[config.mk]
export PLATFORM = sky130hd
export DESIGN_NAME = sha256_digest_byte_tx
export DESIGN_NICKNAME = d
export VERILOG_FILES = /design/src/rtl/sha256_digest_byte_tx.sv
export SDC_FILE = /design/constraint.sdc
export NUM_CORES = 1
export LEC_CHECK = 0
export CAP_MARGIN = 30
export CORE_ASPECT_RATIO = 0.9
export CORE_UTILIZATION = 35
export DETAILED_ROUTE_END_ITERATION = 10
export HOLD_SLACK_MARGIN = 0.05
export MAX_ROUTING_LAYER = met4
export PLACE_DENSITY_LB_ADDON = 0.12
export SYNTH_ARGS = -nofsm -noshare
export SYNTH_HDL_FRONTEND = slang
export SYNTH_SLANG_ARGS = --single-unit
[constraint.sdc]
create_clock -name clock -period 3.8 [get_ports clock]
set_input_delay 0.95 -clock clock [delete_from_list [all_inputs] [get_ports clock]]
set_output_delay 0.95 -clock clock [all_outputs]
set_load 0.02 [all_outputs]
[src/rtl/sha256_digest_byte_tx.sv]
// SHA-256 digest byte transmitter: takes one 256-bit digest, streams it MSB byte first.
// Define DIGEST_TX_BACK2BACK_EN to accept the next digest on the last-byte transfer (no bubble).
module sha256_digest_byte_tx #(
  parameter int DATA_WIDTH   = 8,
  parameter int DIGEST_WIDTH = 256
) (
  input  logic                    clock,
  input  logic                    reset,
  input  logic [DIGEST_WIDTH-1:0] digest_in,
  input  logic                    digest_valid,
  output logic                    digest_ready,
  output logic [DATA_WIDTH-1:0]   byte_out,
  output logic                    byte_valid,
  input  logic                    byte_ready,
  output logic                    byte_last,
  output logic [4:0]              byte_index,
  output logic                    busy
);

  localparam int         NUM_BYTES  = DIGEST_WIDTH / DATA_WIDTH;
  localparam logic [4:0] LAST_INDEX = 5'(NUM_BYTES - 1);
`ifdef DIGEST_TX_BACK2BACK_EN
  localparam logic BACK2BACK = 1'b1;
`else
  localparam logic BACK2BACK = 1'b0;
`endif

  typedef enum logic {IDLE, SEND} state_t;

  state_t                  state_reg, state_next;
  logic [DIGEST_WIDTH-1:0] shift_reg, shift_next;
  logic [4:0]              index_reg, index_next;
  logic                    ready_reg, ready_next;
  logic                    valid_reg, valid_next;
  logic                    last_reg, last_next;
  logic                    busy_reg, busy_next;
  logic                    load;
  logic                    xfer;

  assign load = digest_valid & ready_reg;
  assign xfer = valid_reg & byte_ready;

  always_comb begin
    state_next = state_reg;
    shift_next = shift_reg;
    index_next = index_reg;
    ready_next = ready_reg;
    valid_next = valid_reg;
    last_next  = last_reg;
    busy_next  = busy_reg;
    unique case (state_reg)
      IDLE: begin
        ready_next = 1'b1;
        valid_next = 1'b0;
        last_next  = 1'b0;
        busy_next  = 1'b0;
        index_next = 5'd0;
        if (load) begin
          state_next = SEND;
          shift_next = digest_in;
          valid_next = 1'b1;
          busy_next  = 1'b1;
          ready_next = 1'b0;
          last_next  = (LAST_INDEX == 5'd0);
        end
      end
      SEND: begin
        if (xfer) begin
          if (last_reg) begin
            // ready_reg is only high here when back-to-back loading is enabled
            if (BACK2BACK && load) begin
              shift_next = digest_in;
              index_next = 5'd0;
              last_next  = (LAST_INDEX == 5'd0);
              ready_next = (LAST_INDEX == 5'd0);
            end else begin
              state_next = IDLE;
              shift_next = shift_reg << DATA_WIDTH;
              valid_next = 1'b0;
              last_next  = 1'b0;
              busy_next  = 1'b0;
              index_next = 5'd0;
              ready_next = 1'b1;
            end
          end else begin
            shift_next = shift_reg << DATA_WIDTH;
            index_next = index_reg + 5'd1;
            last_next  = ((index_reg + 5'd1) == LAST_INDEX);
            ready_next = BACK2BACK & ((index_reg + 5'd1) == LAST_INDEX);
          end
        end
      end
      default: state_next = IDLE;
    endcase
  end

  always_ff @(posedge clock) begin
    if (reset) begin
      state_reg <= IDLE;
      shift_reg <= '0;
      index_reg <= 5'd0;
      ready_reg <= 1'b0;
      valid_reg <= 1'b0;
      last_reg  <= 1'b0;
      busy_reg  <= 1'b0;
    end else begin
      state_reg <= state_next;
      shift_reg <= shift_next;
      index_reg <= index_next;
      ready_reg <= ready_next;
      valid_reg <= valid_next;
      last_reg  <= last_next;
      busy_reg  <= busy_next;
    end
  end

  assign digest_ready = ready_reg;
  assign byte_out     = shift_reg[DIGEST_WIDTH-1 -: DATA_WIDTH];
  assign byte_valid   = valid_reg;
  assign byte_last    = last_reg;
  assign byte_index   = index_reg;
  assign busy         = busy_reg;

endmodule

# --- Word level (Yosys, flattened, before mapping) ---
# Cells that the tools add are included.
classes:
  mux: 20
  add_sub_neg: 1
  n_eq_ne: 4
  bitwise_logic: 3
  n_reduce_logical: 2
ops:
  columns: ["op", "count"]
  rows:
  - ["256-bit 2-to-1 mux", 2]
  - ["256-bit one-hot mux with 2 select lines", 1]
  - ["1-bit 2-to-1 mux", 10]
  - ["5-bit 2-to-1 mux", 2]
  - ["5-bit one-hot mux with 2 select lines", 1]
  - ["1-bit one-hot mux with 2 select lines", 4]
  - ["5-bit by 1-bit adder with 5-bit output, second input constant", 1]
  - ["5-bit equality test, second input constant", 1]
  - ["2-bit by 1-bit inequality test with 1-bit output, second input constant", 2]
  - ["2-bit AND reduction", 2]
  - ["1-bit AND", 2]
  - ["2-bit inequality test, second input constant", 1]
  - ["1-bit inverter", 1]
totals:
  register_bits: 265
  input_bits: 260
  word_cells: 36
  output_inout_bits: 17

# --- Longest topological paths before layout ---
depth:
  depth_word: 5
  mapped_depth: 6
  mapped_depth_nobuf: 5

# --- Worst setup path after synthesis ---
# Ideal clock, no wire load.
synth_path:
  kind: "input-to-reg"
  from: "input digest_valid"
  to: "register shift_reg[205]"
  setup_slack_ps: 1864
  path_buffers: 3
  required_time_ps: 3654
  arrival_ps: 1790
  setup_ps: 146
  stages: 6
  path_cell_list: "and3b_1 buf_2 buf_2 buf_2 nor3_1 a211oi_2"
synth_between:
  elab_chain_len: 3
synth_rtl:
  columns: ["item", "line", "text"]
  rows:
  - ["start, declared", "10", "input logic digest_valid,"]
  - ["1-bit AND", "40", "assign load = digest_valid & ready_reg;"]
  - ["2-bit inequality test (no source line)", null, null]
  - ["2-bit AND reduction (no source line)", null, null]
  - ["end signal, assigned", "108", "shift_reg <= shift_next;"]
  - ["end, declared", "31", "logic [DIGEST_WIDTH-1:0] shift_reg, shift_next;"]
# No other way between the ends.
# A chain may end at the register's enable or synchronous reset.

# --- Final worst setup path ---
layout_path:
  from: "register index_reg[2], in the netlist byte_index[2]"
  to: "output byte_index[2]"
layout_rtl:
  columns: ["item", "line", "text"]
  rows:
  - ["start, declared", "32", "logic [4:0] index_reg, index_next;"]
  - ["start signal, assigned", "109", "index_reg <= index_next;"]
  - ["end, declared", "16", "output logic [4:0] byte_index,"]
# No word-level cell between the ends.

==> parameters.txt <==
Parameter                              Value

Floorplan
  Top Ports ... 277
  Die Wd ... 200 um
  Full die area ... 0.0360 mm2
  Number of placement rows ... 64
  Total core area ... 0.0344 mm2
  Floorplan die height ... 180 um
  Initial standard-cell utilization of the core ... 35.9%

Clock tree
  Worst skew pair latency ... 0.55 ns
  Setup bufs post-CTS ... 0
  CTS tree ... built
  Max clock buf depth ... 3
  Gates resized, CTS repair ... 0
  CTS hold repair buffers ... 0
  Clock-pin slew on the worst setup and hold paths ... 0.06 ns
  Number of CTS-inserted buffers ... 31
  H-tree depth ... 1
  Number of clock sinks ... 265
  Cell at the root of the clock tree ... clkbuf_16

Timing
  Slew at the pin with the worst max-slew slack ... approximately 0.79 ns
  Minimum clock period after layout ... 2.72 ns
  Slew headroom ... 47.2%
  Layout Skew ... 0.0118 ns
  Share of the clock period used by the worst path ... a little under three quarters
  Max-slew violation count ... 0
  Unrepaired setup endpoints after global routing ... no
  Highest attainable clock frequency ... 0.367 GHz
  Final sum of negative setup slack ... 0 ns
  Final setup violation count ... 0
  Endpoints failing hold ... 0

Power and ir drop
  Part of the power in the clock network ... 38.4%
  Switching power ... ~2.3 mW
  Comb power frac ... 22.7%
  Fraction of power consumed by sequential logic ... 38.9%
  Power per cell area ... 526 mW/mm2
  Internal portion of total power ... 6.20 mW
  Standby leakage power ... 5.41 nW
  Worst VDD drop ... about 310 uV
  Switching part of the total power ... between 20% and 30%

Final layout
  Share of post-route cells with drive strength above 1 ... 6.91%
  Total Nets Final ... 1672
  Number of standard cells in the layout, taps in and fillers out ... 1907
  Flip-flop count of the largest register, all copies and words added ... 256
  Layout area overhead ... 31.9%

Worst setup path
  List of cells traversed by the critical path ... clkdlybuf4s50_1
  Nature of the critical path startpoint ... register
  Buf/Inv on CP ... 1
  Worst Path Max Fanout ... 9
  Highest cell delay on the worst timing path ... roughly 0.73 ns
  Signal arrival time at the worst endpoint ... 1.77 ns
  CP Data Required Time ... roughly 2.9 ns
  Critical Path Sink Type ... output pin
  WS Path Type ... reg2out
  Gate family responsible for the most delay along the worst path ... buffers and inverters
  Slack of the worst reg-to-reg path ... ~1.4 ns
  Critical-path top delay cell ... clkdlybuf4s50_1

Logic synthesis
  Count of flip-flops with a built-in enable after synthesis ... 0
  Leading cell type by number of instances after synthesis ... dfxtp_1
  Cell area after technology mapping ... roughly 0.012 mm2
  Sequential element share of the synthesized area ... 43.1%
  Warnings from Yosys ... 0
  Flop and latch count out of synthesis ... 265
  Fraction of post-synthesis cell area in the top cell type by area ... 43.1%
  Most frequently used flop master after synthesis ... dfxtp_1
  Most instantiated cells after synthesis ... dfxtp_1 (265), mux2i_1 (248), nor3_1 (248)
  Largest area contributor in the netlist ... dfxtp_1
  Post-Syn Area per Cell ... ~10 um2
  Leading cell types by total area after synthesis ... dfxtp_1 (43%), mux2i_1 (20%), a211oi_1 (14%)
  Async set or reset register ratio after synthesis ... 0%
  Post-Syn Instances ... 1232
  Post-synth net total ... 1494
  Count of cell types in the netlist ... 34

Route
  Drt total wl ... around 36000 um
  Number of iterations in the first detailed-routing pass ... 4
  Per-cell routed wire length ... approximately 19 um
  Violation count after the first detailed-routing iteration ... 613
  Remaining antenna violation count after routing ... 0
  DRC Markers ... 0
  Vias post-DR ... a little over 10000
  Detail-routed via count per cell ... 5.30

GRT
  Pin count of the biggest net entering global routing ... roughly 130
  First-pass GRT wire length ... 56600 um
  Antenna violations before repair ... 12
  Total congestion overflow after global routing ... 0
  Via count of the first global-routing pass ... 10200
  Gr usage total ... 20.1%

Min path
  Hold crit path type ... reg2reg

Placed design
  Sum of net half-perimeters after detailed placement ... about 23000 um
  Count of buffers from port buffering ... 276
  Global placer's final weighted congestion ... 0.764
  Number of placed instances, taps included ... about 1800

Run status
  Outcome ... finished clean

Job
  Number of maximum-capacitance constraint violations ... 0
kinds of logic (layout without fill, tap and decap cells):
family          Yosys count  after routing  share of synthesized area [%]
simple gates            292            292                           12.1
compound gates          270            270                           17.1
mux                     248            248                           20.2
other cells               0             12                              0
flops                   265            265                           43.1
buf+inv                 155            356                           7.39
fa+ha+maj                 2              2                          0.203
cell usage in the layout (no fill, tap or decap), drive strengths merged, types with 3 or more instances in the layout:
master and instances:
and3b 3, mux2i 248, a211oi 248, clkdlybuf4s50 275
nor2b 3, clkinv 5, inv 4, clkbuf 43
bufinv 7, dfxtp 265, nor3 248, buf 22
diode 12, nand3 14, nand2 16, a21oi 13
worst paths after layout:
check,start,to,cells after the start
setup / recovery,byte_index[2],byte_index[2],1
hold / removal,shift_reg[6],shift_reg[6],2
setup reg to reg,state_reg,shift_reg[225],5
hold reg to reg,shift_reg[6],shift_reg[6],2
power groups by stage:
stage,Sequential (mW),Clock [mW],Combinational [mW]
floorplan,3.31,0,1.44
global placement,3.38,0,1.93
detailed placement,3.38,0,1.95
CTS,3.32,3.37,1.96
global route,3.36,3.49,2.12
finish,3.32,3.28,1.94
layer usage:
layer  track usage (%)  wire length, um
met5                 -                0
met4              3.48              576
met3              5.85             2560
met2              30.3            15900
met1              26.8            17100
worst register-to-register path, stage by stage, from the launching register on:
cell      delay [ns]
dfxtp_4         0.51
buf_4           0.52
and3_4          0.34
buf_12          0.37
nor3_1          0.29
a211oi_1        0.27
per-stage QoR:
stage / cell area, um2 / power (mW) / hold WS, ns / worst slack (ns) / util, %
floorplan: 12300 / 4.75 / 0.448 / 1.86 / -
global placement: 15100 / 5.30 / 0.479 / 0.841 / 43.9
detailed placement: 15100 / 5.33 / 0.476 / 0.816 / 43.9
CTS: 16200 / 8.64 / 0.489 / 1.04 / 47.1
global route: 16300 / 8.97 / 0.509 / 0.972 / 47.3
finish: 16300 / 8.54 / 0.481 / 1.08 / 47.3
area by class of cell:
class | instances | area (um2)
Fill cell | 3217 | 18100
Multi-Input combinational cell | 812 | 6130
Sequential cell | 265 | 5310
Timing Repair Buffer | 297 | 3070
Clock buffer | 43 | 882
Tap cell | 462 | 578
Clock inverter | 13 | 246
Antenna cell | 12 | 30.0
Inverter | 3 | 11.3
Note: power is estimated with default switching activity, not from simulation.
